===== src/rtl/ds1302_rtc_sequencer.sv =====
// DS1302 command sequencer: WP clear, periodic clock-register poll, host arbitration.
// Define RTC_SEQ_TIMEOUT_EN to bound engine waits by TIMEOUT and drive o_err.
module ds1302_rtc_sequencer #(
    parameter int POLL_DIV = 1_000_000,
    parameter int TIMEOUT  = 4095
) (
    input  logic        clk,
    input  logic        reset,
    input  logic        i_enable,
    input  logic        i_host_req,
    input  logic        i_host_rd,
    input  logic [4:0]  i_host_addr,
    input  logic        i_host_rc,
    input  logic [7:0]  i_host_wdata,
    output logic        o_host_ack,
    output logic [7:0]  o_host_rdata,
    output logic        o_eng_wr_en,
    output logic        o_eng_rd_en,
    output logic [4:0]  o_eng_addr,
    output logic        o_eng_rc,
    output logic [7:0]  o_eng_wdata,
    input  logic        i_eng_wr_done,
    input  logic        i_eng_rd_done,
    input  logic [7:0]  i_eng_rd_data,
    output logic [55:0] o_time,
    output logic        o_time_valid,
    output logic        o_halted,
    output logic        o_busy,
    output logic        o_err
);

    typedef enum logic [2:0] {
        S_INIT, S_IDLE, S_ISSUE, S_WAIT, S_GAP, S_NEXT
    } state_t;

    typedef enum logic [1:0] {
        K_INIT, K_HOST, K_POLL
    } kind_t;

    localparam int PW = $clog2(POLL_DIV);

    state_t          state, state_nx;
    kind_t           kind;
    logic            cmd_wr;
    logic [2:0]      idx;
    logic            gap_cnt;
    logic            aborted;
    logic [5:0][7:0] shadow;
    logic [PW-1:0]   poll_cnt;
    logic            poll_pend;
    logic            wr_done_q, rd_done_q;

    logic start_host, start_poll, step_poll;
    logic done_hit, time_out, snap_load;
    logic done_edge, wait_expired;
    logic poll_wrap, in_burst;

    // Only the done line matching the issued command counts, on its rising edge.
    assign done_edge = cmd_wr ? (i_eng_wr_done & ~wr_done_q)
                              : (i_eng_rd_done & ~rd_done_q);

    assign poll_wrap = i_enable && (poll_cnt == PW'(POLL_DIV - 1));
    assign in_burst  = (kind == K_POLL) && (state != S_IDLE);
    assign snap_load = done_hit && (kind == K_POLL) && (idx == 3'd6);

    assign o_eng_wr_en = (state == S_ISSUE) &&  cmd_wr;
    assign o_eng_rd_en = (state == S_ISSUE) && !cmd_wr;
    assign o_halted    = o_time[7];

    always_comb begin
        state_nx   = state;
        start_host = 1'b0;
        start_poll = 1'b0;
        step_poll  = 1'b0;
        done_hit   = 1'b0;
        time_out   = 1'b0;
        unique case (state)
            S_INIT:  state_nx = S_ISSUE;
            S_IDLE: begin
                if (i_host_req) begin
                    start_host = 1'b1;
                    state_nx   = S_ISSUE;
                end else if (poll_pend && i_enable) begin
                    start_poll = 1'b1;
                    state_nx   = S_ISSUE;
                end
            end
            S_ISSUE: state_nx = S_WAIT;
            S_WAIT: begin
                if (done_edge) begin
                    done_hit = 1'b1;
                    state_nx = S_GAP;
                end else if (wait_expired) begin
                    time_out = 1'b1;
                    state_nx = S_GAP;
                end
            end
            S_GAP: begin
                if (gap_cnt)
                    state_nx = aborted ? S_IDLE : S_NEXT;
            end
            S_NEXT: begin
                if (kind == K_POLL && idx != 3'd6) begin
                    step_poll = 1'b1;
                    state_nx  = S_ISSUE;
                end else begin
                    state_nx = S_IDLE;
                end
            end
            default: state_nx = S_INIT;
        endcase
    end

    always_ff @(posedge clk or negedge reset) begin
        if (!reset) begin
            state     <= S_INIT;
            o_busy    <= 1'b0;
            gap_cnt   <= 1'b0;
            wr_done_q <= 1'b0;
            rd_done_q <= 1'b0;
        end else begin
            state     <= state_nx;
            o_busy    <= (state_nx != S_IDLE);
            gap_cnt   <= (state == S_GAP) ? ~gap_cnt : 1'b0;
            wr_done_q <= i_eng_wr_done;
            rd_done_q <= i_eng_rd_done;
        end
    end

    always_ff @(posedge clk or negedge reset) begin
        if (!reset) begin
            kind         <= K_INIT;
            cmd_wr       <= 1'b0;
            idx          <= 3'd0;
            aborted      <= 1'b0;
            shadow       <= '0;
            o_eng_addr   <= 5'd0;
            o_eng_rc     <= 1'b0;
            o_eng_wdata  <= 8'h00;
            o_host_ack   <= 1'b0;
            o_host_rdata <= 8'h00;
            o_time       <= '0;
            o_time_valid <= 1'b0;
        end else begin
            o_host_ack   <= 1'b0;
            o_time_valid <= 1'b0;
            if (state == S_INIT) begin
                kind        <= K_INIT;
                cmd_wr      <= 1'b1;
                aborted     <= 1'b0;
                o_eng_addr  <= 5'd7;
                o_eng_rc    <= 1'b0;
                o_eng_wdata <= 8'h00;
            end
            if (start_host) begin
                kind        <= K_HOST;
                cmd_wr      <= ~i_host_rd;
                aborted     <= 1'b0;
                o_eng_addr  <= i_host_addr;
                o_eng_rc    <= i_host_rc;
                o_eng_wdata <= i_host_wdata;
            end
            if (start_poll) begin
                kind        <= K_POLL;
                cmd_wr      <= 1'b0;
                aborted     <= 1'b0;
                idx         <= 3'd0;
                o_eng_addr  <= 5'd0;
                o_eng_rc    <= 1'b0;
                o_eng_wdata <= 8'h00;
            end
            if (step_poll) begin
                idx        <= idx + 3'd1;
                o_eng_addr <= {2'b00, idx + 3'd1};
            end
            if (done_hit && kind == K_HOST) begin
                o_host_ack <= 1'b1;
                if (!cmd_wr)
                    o_host_rdata <= i_eng_rd_data;
            end
            if (done_hit && kind == K_POLL && idx != 3'd6)
                shadow[idx] <= i_eng_rd_data;
            if (snap_load) begin
                o_time       <= {i_eng_rd_data, shadow};
                o_time_valid <= 1'b1;
            end
            if (time_out) begin
                aborted <= 1'b1;
                if (kind == K_HOST) begin
                    o_host_ack <= 1'b1;
                    if (!cmd_wr)
                        o_host_rdata <= 8'h00;
                end
            end
        end
    end

    // Tick stays armed through a burst; a disable takes effect once it ends.
    always_ff @(posedge clk or negedge reset) begin
        if (!reset) begin
            poll_cnt  <= '0;
            poll_pend <= 1'b0;
        end else begin
            if (i_enable)
                poll_cnt <= poll_wrap ? '0 : poll_cnt + 1'b1;
            else if (!in_burst)
                poll_cnt <= '0;
            if (poll_wrap)
                poll_pend <= 1'b1;
            else if (start_poll || (!i_enable && !in_burst))
                poll_pend <= 1'b0;
        end
    end

`ifdef RTC_SEQ_TIMEOUT_EN
    localparam int TW = $clog2(TIMEOUT + 1);
    logic [TW-1:0] wait_cnt;

    always_ff @(posedge clk or negedge reset) begin
        if (!reset)
            wait_cnt <= '0;
        else if (state == S_WAIT)
            wait_cnt <= wait_cnt + 1'b1;
        else
            wait_cnt <= '0;
    end

    assign wait_expired = (state == S_WAIT) &&
                          (wait_cnt == TW'(TIMEOUT - 1));

    always_ff @(posedge clk or negedge reset) begin
        if (!reset)
            o_err <= 1'b0;
        else if (time_out)
            o_err <= 1'b1;
        else if (snap_load)
            o_err <= 1'b0;
    end
`else
    logic unused_timeout;
    assign unused_timeout = (TIMEOUT == 0);
    assign wait_expired   = 1'b0;
    assign o_err          = 1'b0;
`endif

endmodule


===== config.mk =====
export PLATFORM = sky130hd
export DESIGN_NAME = ds1302_rtc_sequencer
export DESIGN_NICKNAME = d
export VERILOG_FILES = /design/src/rtl/ds1302_rtc_sequencer.sv
export SDC_FILE = /design/constraint.sdc
export NUM_CORES = 1
export LEC_CHECK = 0
export ABC_AREA = 1
export BUFFER_PORTS_ARGS = -buffer_cell sky130_fd_sc_hd__buf_2
export CAP_MARGIN = 15
export CORE_ASPECT_RATIO = 0.75
export CORE_MARGIN = 5
export CORE_UTILIZATION = 34
export CTS_CLUSTER_SIZE = 28
export DETAILED_ROUTE_END_ITERATION = 8
export PLACE_DENSITY = 0.52
export SLEW_MARGIN = 20
export SYNTH_ARGS = -nofsm -noshare
export SYNTH_HDL_FRONTEND = slang
export SYNTH_SLANG_ARGS = --single-unit

===== constraint.sdc =====
create_clock -name clk -period 1.5 [get_ports clk]
set_input_delay 0.3 -clock clk [delete_from_list [all_inputs] [get_ports clk]]
set_output_delay 0.3 -clock clk [all_outputs]
set_load 0.005 [all_outputs]

* After elaboration in Yosys (flattened, before gate mapping)
Cells that the tools add are included.
Cells by class: $add $sub $neg 2, multipliers 0, divide/modulo/power cells 0, $lt $le $gt $ge 2, equal/unequal tests 13, shift operators 0, muxes and demuxes 48, bitwise operators 7, reductions and logical operators 22
Operator list (number):
- $mux 20 | 3
- $bwmux 48 | 1
- $mux 8 | 4
- $demux 8 s3 | 1
- $mux 1 | 23
- $mux 3 | 7
- $add 20x1->20 const B | 1
- $eq 20x20->1 const B | 1
- $mux 5 | 4
- $pmux 3 s6 | 1
- $logic_and 1x1->1 | 12
- $eq 3x3->1 const B | 3
- $mux 2 | 4
- $eq 3x2->1 const B | 2
- $ne 3x1->1 const B | 2
- $not 1->1 | 5
- $lt 3x4->1 const B | 1
- $reduce_bool 2->1 | 2
- $reduce_bool 4->1 | 1
- $add 3x1->3 const B | 1
- $eq 3x1->1 const B | 1
- $ge 3x1->1 const B | 1
- $logic_not 1->1 | 3
- $logic_not 3->1 | 1
- other kinds (8) | 9
Word-level totals: register bits 163, bits in latches 0, memory bits (writable) 0, bits in read-only memories 0, memories kept 0

* Logic depth before layout (Yosys ltp)
Gate-level depths: netlist of run 1.
depth in word-level cells 8, mapped depth 10, gate-level depth less buffers 10

* Worst setup path after synthesis of run 1
OpenSTA, ideal clock, no wires.
kind register -> register, start point register idx[0], end point register o_time[29], library setup time 0.065 ns, arrival 1.540 ns, slack -0.105 ns, cell stages (with the launch flop) 11, buffers on the path 2, period minus slack after synthesis 1.605 ns, path through dfrtp_1 inv_1 ha_1 nand2_1 inv_1 nand2_1 nor2_1 buf_2 buf_2 nand2_1 nand2_1
On the way: word-level cells in the longest chain between the ends 2
Ends and longest elaborated chain:
- from (decl) | line 45 | logic [2:0] idx;
- from (signal assigned) | line 173 | idx <= idx + 3'd1;
- $eq 3x3->1 | line 64 | assign snap_load = done_hit && (kind == K_POLL) && (idx == 3'd6);
- $logic_and 1x1->1 | line 64
- to (signal assigned) | line 184 | o_time <= {i_eng_rd_data, shadow};
- to (decl) | line 25 | output logic [55:0] o_time,
No other way between the ends. A chain may end at the register's enable or synchronous reset.

* Worst setup path after layout of run 1
start point register state[1], end point output o_eng_wr_en
On the way: word-level cells in the longest chain between the ends 2
Ends and longest elaborated chain:
- from (decl) | line 42 | state_t state, state_nx;
- from (signal assigned) | line 122 | state <= state_nx;
- $eq 3x2->1 | line 66 | assign o_eng_wr_en = (state == S_ISSUE) && cmd_wr;
- $logic_and 1x1->1 | line 66
- to (decl) | line 17 | output logic o_eng_wr_en,
No other way between the ends.

==> impl_metrics.env, run 1 <==
export IMPL_drtAntennaViolNets=0
export IMPL_timing_critical_path_from_type="register"
export IMPL_yosys_warnings=0
export IMPL_timing_critical_path_arrival_ps=1300
export IMPL_run_status="finished, violations left"
export IMPL_count_of_port_buffers_added_during_placement=112
export IMPL_placer_s_final_routability_congestion_estimate=0.871
export IMPL_core_area_sq_mm=0.0193
export IMPL_min_period_over_period_pct=107
export IMPL_worst_endpoint_required_ps=1200
export IMPL_clock_pin_slew_on_the_worst_setup_and_hold_paths_ps=70
export IMPL_finalNetCount=990
export IMPL_report_final_setup_viol=86
export IMPL_cell_types_occupying_the_most_area_after_synthesis="dfrtp_1, nand2_1, o21ai_0, nand3_1, inv_1"
export IMPL_synth_area_sq_mm=0.00664
export IMPL_layout_cells_most_common="nand2_1"
export IMPL_syn2layout_area_growth_pct=39.4
export IMPL_number_of_placed_instances_with_taps_included=1169
export IMPL_timing_hold_violations_final=0
export IMPL_starting_drt_drc_count=423
export IMPL_tritoncts="done"
export IMPL_hold_slack_final_ps=70.7
export IMPL_postLayoutSetupSlackWorst_ps=-98.7
export IMPL_clk_insertion_delay_late_ps=430
export IMPL_final_min_clock_period_ps=1600
export IMPL_clock_tree_root_driver_cell="clkbuf_16"
export IMPL_slew_headroom_pct=65.6
export IMPL_p_switching_w=0.00314
export IMPL_ir_drop_mv=0.810
export IMPL_post_route_wl_mm=18.3
export IMPL_die_footprint_sq_mm=0.0225
export IMPL_maxClockFrequency_mhz=626
export IMPL_cts_inserted_buffers=17
export IMPL_dieWidth_um=171
export IMPL_grt_first_pass_wirelength_mm=28.8
export IMPL_routedLengthMet1_mm=9.33
export IMPL_synth_sequential_area_ratio_pct=61.0
export IMPL_worst_slew_pin_slew_ps=515
export IMPL_initial_antenna_violation_count=0
export IMPL_std_cell_rows=44
export IMPL_post_layout_nonfiller_instances=1224
export IMPL_synthCells=768
export IMPL_rsz0062_at_grt="true"
export IMPL_power_share_clock_pct=39.1
export IMPL_synth_fp_nets=800
export IMPL_yosys_area_top_type_share_pct=61.0
export IMPL_detailroute_wirelength_met2_mm=7.73
export IMPL_post_route_cells_drive_above_1_share_pct=30.0
export IMPL_timing_rr_start="cmd_wr"
export IMPL_n_antenna_cell=0
export IMPL_p_leak_nw=4.85
export IMPL_vias_in_the_first_global_route=5447
export IMPL_critical_path_class="register to primary output"
export IMPL_maxSlewViolCount=0
export IMPL_worst_path_max_fanout=2
export IMPL_power_w=0.0113
export IMPL_wire_per_inst_um=14.9
export IMPL_seq_power_share_pct=43.8
export IMPL_yosys_register_bits=162
export IMPL_hold_path_startpoint="i_host_wdata[3]"
export IMPL_hpwlAfterDp_mm=11.9
export IMPL_route_top_layer_used="met4"
export IMPL_placement_setup_worst_slack_ps=-113
export IMPL_grt_usage_pct=16.6
export IMPL_crit_start="state[1]"
export IMPL_dr_pass1_iters=5
export IMPL_power_density_mw_per_mm2=1220
export IMPL_drt_drc_violations_left=0
export IMPL_clock_skew_final_ps=11.1
export IMPL_end_kind="primary output"
export IMPL_grt_ovf=0
export IMPL_final_cell_mix="nand2_1, dfrtp_1, buf_2"
export IMPL_p_int_w=0.00812
export IMPL_ys_types=24
export IMPL_grt_start_max_net_pins=53
export IMPL_fp_dieH_um=131
export IMPL_yosysTopAreaCell="dfrtp_1"
export IMPL_postSynthAreaPerCell_sq_um=8.65
export IMPL_maxCapViolCount=0
export IMPL_total_vias_in_the_final_route=5629
export IMPL_clock_tree_htree_level_count=4
export IMPL_post_drt_via_cell_ratio=4.60
export IMPL_io_pins=114
export IMPL_max_root_sink_buffers=2
export IMPL_initial_utilization_pct=34.5
export IMPL_violations_in_the_final_reports="setup timing"
export IMPL_tritoncts_num_sinks=162
export IMPL_dr_wl_met3_mm=1.06
export IMPL_hp_class="input pin to register"
export IMPL_netSwitchingFraction_pct=27.9
export IMPL_power_frac_comb_pct=17.1
-- power by group through the flow --
stage	combinational [W]	clock, W	sequential, W
detailed placement	0.00164	0	0.00499
floorplan	0.000658	0	0.00499
finish	0.00192	0.00441	0.00493
CTS	0.00185	0.00452	0.00492
global placement	0.00161	0	0.00501
global route	0.00217	0.00473	0.00498
-- worst max-delay path: stages (launching register included) --
cell and delay, ps:
dfrtp_1 360, inv_2 60, nor2_4 110, buf_6 110, nand2_4 40, nor2_1 90, buf_2 110
-- what timing repair did --
item                                    CTS  global route
hold endpoints to repair                 26             0
hold buffers                              3             0
setup buffers                             8             6
pin swaps                                 5            25
gates resized for setup                  34            91
endpoints found under the setup margin   81           152
gates cloned                              4             4
-- flip-flops by register name (all words and copies together), names as in the netlist --
register	cells
o_host_rdata	8
idx	3
o_time_valid	1
poll_cnt	20
state	3
kind	2
o_eng_addr	5
o_eng_wdata	8
shadow	48
cmd_wr	1
o_busy	1
wr_done_q	1
o_eng_rc	1
o_host_ack	1
o_time	56
rd_done_q	1
poll_pend	1
gap_cnt	1
-- synthesized netlist by cell type --
library cell  number
o21ai_0           83
dfrtp_1          162
ha_1               3
nor3_1             5
o21bai_1           2
nor2_4             1
xnor2_1            1
a21oi_1            4
o22ai_1            4
nor2_1            43
nand2_1          327
buf_2             10
nand3_2            1
clkbuf_1          11
inv_1             51
a21oi_2            1
nand4_1            3
nand3b_1           3
buf_4              2
conb_1             1
or2_2              3
xor2_1             7
nand3_1           39
clkinv_1           1
-- worst paths after layout --
kind / cells after the start / to / slack [ps]
worst max-delay path: 6 / o_eng_wr_en / -100
worst min-delay path: 3 / o_eng_wdata[3] / 70
worst max register to register: 8 / shadow[23] / -70
worst min register to register: 1 / gap_cnt / 430
max in group asynchronous: 3 / o_time_valid / 600
min in group asynchronous: 2 / o_time[49] / 320
-- layout make-up --
| type | instances | area (sq um) |
|---|---|---|
| timing repair buffer | 191 | 1460 |
| clock buffer | 19 | 443 |
| tap | 253 | 317 |
| sequential | 162 | 4050 |
| inverter | 52 | 200 |
| multi-input combinational | 534 | 2640 |
| clock inverter | 13 | 151 |
| fill | 1891 | 10000 |
-- cell families (layout without fill, tap and decap cells) --
family	count (synthesis)	count (layout)	synth area share, %
simple gates	425	428	25.5
flops	162	162	61.0
compound gates	94	94	7.29
buf+inv	75	275	4.54
xor+xnor	8	8	1.06
fa+ha+maj	3	3	0.565
other cells	1	1	0.0565
-- through the flow --
step	area (sq um)	utilization, %	TNS (ps)
final	9260	48.1	-2760
after global routing	9260	48.1	-15130
after CTS	8990	46.7	-5210
after detailed placement	8070	41.9	-2750
after global placement	8070	41.9	-2330
after floorplan	6770	-	-141
-- per-layer routing --
| metal | vias up | global-route usage, % |
|---|---|---|
| met4 | 0 | 4.61 |
| met2 | 127 | 24.0 |
| met1 | 2665 | 24.6 |
| met5 | - | 0 |
| met3 | 15 | 4.24 |
| li1 | 2822 | - |
Power figures use the tool's default switching activity.
==> inputs of run 2 (changes only) <==
--- a/config.mk
+++ b/config.mk
@@ -6,13 +6,14 @@
 export NUM_CORES = 1
 export LEC_CHECK = 0
 export ABC_AREA = 1
-export BUFFER_PORTS_ARGS = -buffer_cell sky130_fd_sc_hd__buf_2
+export BUFFER_PORTS_ARGS = -buffer_cell sky130_fd_sc_hd__buf_4
 export CAP_MARGIN = 15
 export CORE_ASPECT_RATIO = 0.75
 export CORE_MARGIN = 5
 export CORE_UTILIZATION = 34
 export CTS_CLUSTER_SIZE = 28
 export DETAILED_ROUTE_END_ITERATION = 8
+export MAX_ROUTING_LAYER = met4
 export PLACE_DENSITY = 0.52
 export SLEW_MARGIN = 20
 export SYNTH_ARGS = -nofsm -noshare
==> run 2 against run 1 <==
The flow still finishes with violations (setup timing). Sequential share of layout area fell by 1.0 points. Sequential cell count stayed put. Largest cell class unchanged. Critical path depth decreased by 1.
==> impl_metrics.env, run 2 (synthesized netlist as in run 1, its figures left out) <==
export IMPL_run_status="finished, violations left"
export IMPL_violations_in_the_final_reports="setup timing"
export IMPL_starting_drt_drc_count=329
export IMPL_layout_cells_most_common="nand2_1"
export IMPL_final_cell_mix="nand2_1, dfrtp_1, buf_4"
export IMPL_fp_dieH_um=131
export IMPL_syn2layout_area_growth_pct=42.8
export IMPL_drtAntennaViolNets=0
export IMPL_timing_hold_violations_final=0
export IMPL_post_layout_nonfiller_instances=1220
export IMPL_layout_core_utilization_pct=49.2
export IMPL_cts_inserted_buffers=17
export IMPL_grt_usage_pct=16.9
export IMPL_largest_registers="o_time (56), shadow (48), poll_cnt (20)"
export IMPL_hp_class="input pin to register"
export IMPL_power_density_mw_per_mm2=1200
export IMPL_grt_ovf=0
export IMPL_post_route_wl_mm=17.9
export IMPL_postLayoutSetupSlackWorst_ps=-83.2
export IMPL_tritoncts="done"
export IMPL_clock_skew_final_ps=15.6
export IMPL_max_root_sink_buffers=2
export IMPL_post_drt_via_cell_ratio=4.59
export IMPL_maxSlewViolCount=0
export IMPL_grt_first_pass_wirelength_mm=28.9
export IMPL_final_min_clock_period_ps=1580
export IMPL_clock_pin_slew_on_the_worst_setup_and_hold_paths_ps=70
export IMPL_fin_setup_tns_ps=-1220
export IMPL_number_of_placed_instances_with_taps_included=1163
export IMPL_flip_flop_count_of_the_largest_register_all_copies_and_words_added=56
export IMPL_num_fill_cells=1850
export IMPL_std_cell_rows=44
export IMPL_clock_tree_root_driver_cell="clkbuf_16"
export IMPL_clock_tree_htree_level_count=4
export IMPL_report_final_setup_viol=36
export IMPL_storage_element_area_sq_mm=0.00405
export IMPL_die_footprint_sq_mm=0.0225
export IMPL_finalNetCount=985
export IMPL_initial_antenna_violation_count=0
export IMPL_maxClockFrequency_mhz=632
export IMPL_p_leak_nw=4.83
export IMPL_wire_per_inst_um=14.7
export IMPL_drt_drc_violations_left=0
export IMPL_tritoncts_num_sinks=162
export IMPL_count_of_port_buffers_added_during_placement=112
export IMPL_hpwlAfterDp_mm=12.1
export IMPL_initial_utilization_pct=34.5
export IMPL_largest_register="o_time"
export IMPL_vias_in_the_first_global_route=5466
export IMPL_dieWidth_um=171
export IMPL_rsz0062_at_grt="true"
export IMPL_worst_path_max_fanout=2
export IMPL_hold_slack_final_ps=69.9
export IMPL_clk_insertion_delay_late_ps=430
export IMPL_ir_drop_mv=0.706
export IMPL_timing_critical_path_from_type="register"
export IMPL_slew_headroom_pct=64.2
export IMPL_grt_start_max_net_pins=38
export IMPL_multi_input_comb_area_sq_mm=0.00269
export IMPL_maxCapViolCount=0
export IMPL_placer_s_final_routability_congestion_estimate=0.852
export IMPL_dr_pass1_iters=5
export IMPL_min_period_over_period_pct=106
export IMPL_worst_slew_pin_slew_ps=536
export IMPL_timing_critical_path_arrival_ps=1280
export IMPL_post_route_cells_drive_above_1_share_pct=31.6
export IMPL_io_pins=114
export IMPL_worst_endpoint_required_ps=1200
export IMPL_total_vias_in_the_final_route=5601
export IMPL_end_kind="primary output"
export IMPL_critical_path_class="register to primary output"
export IMPL_core_area_sq_mm=0.0193
==> run 2: worst max-delay path: stages, from the launching register on <==
cell and delay (ps):
dfrtp_1 400, nor2_4 120, buf_6 110, nand2_4 50, nor2_2 70, buf_4 110
==> run 2: metal layers <==
layer / GRT usage [%] / part of all wire (%)
met5: - / 0
met4: 3.68 / 0.79
met3: 4.30 / 4.9
met2: 22.7 / 42
met1: 25.5 / 53
==> run 2: what timing repair did <==
| item | 4_1_cts | 5_1_grt |
|---|---|---|
| setup endpoints to repair | 77 | 150 |
| hold endpoints to repair | 33 | 0 |
| hold buffers | 3 | 0 |
| buffers inserted | 10 | 6 |
| gates cloned | 1 | 4 |
| pin swaps | 5 | 19 |
| resized for setup | 66 | 83 |
==> run 2: stage by stage <==
| stage | worst slack (ps) | instance area (sq um) | power [W] |
|---|---|---|---|
| floorplan | -16.5 | 6770 | 0.00565 |
| global placement | -64.2 | 8310 | 0.00678 |
| detailed placement | -98.7 | 8310 | 0.00679 |
| CTS | -136 | 9170 | 0.0114 |
| global route | -152 | 9480 | 0.0121 |
| finish | -83.2 | 9490 | 0.0114 |
==> run 2: where the power goes <==
group          switching (W)  total [W]  internal, W
sequential          0.000227    0.00494      0.00471
combinational        0.00111    0.00225      0.00114
clock                0.00188    0.00424      0.00236
total                0.00321     0.0114      0.00821
==> run 2: area by class of cell <==
type	instances	share of cell area, %
timing repair buffer	187	17.4
clock inverter	13	1.33
clock buffer	19	4.67
sequential	162	42.7
antenna	1	0.0264
inverter	52	2.16
tap	253	3.34
multi-input combinational	533	28.3
==> run 2: final timing paths <==
| check | from | end | slack, ps | depth (start not counted) |
|---|---|---|---|---|
| min reg2reg | gap_cnt | gap_cnt | 430 | 1 |
| max in group asynchronous | reset | poll_pend | 610 | 3 |
| max reg2reg | wr_done_q | shadow[6] | -50 | 8 |
| min in group asynchronous | reset | o_time[3] | 340 | 2 |
| max | state[2] | o_eng_wr_en | -80 | 5 |
| min | i_host_wdata[1] | o_eng_wdata[1] | 70 | 3 |
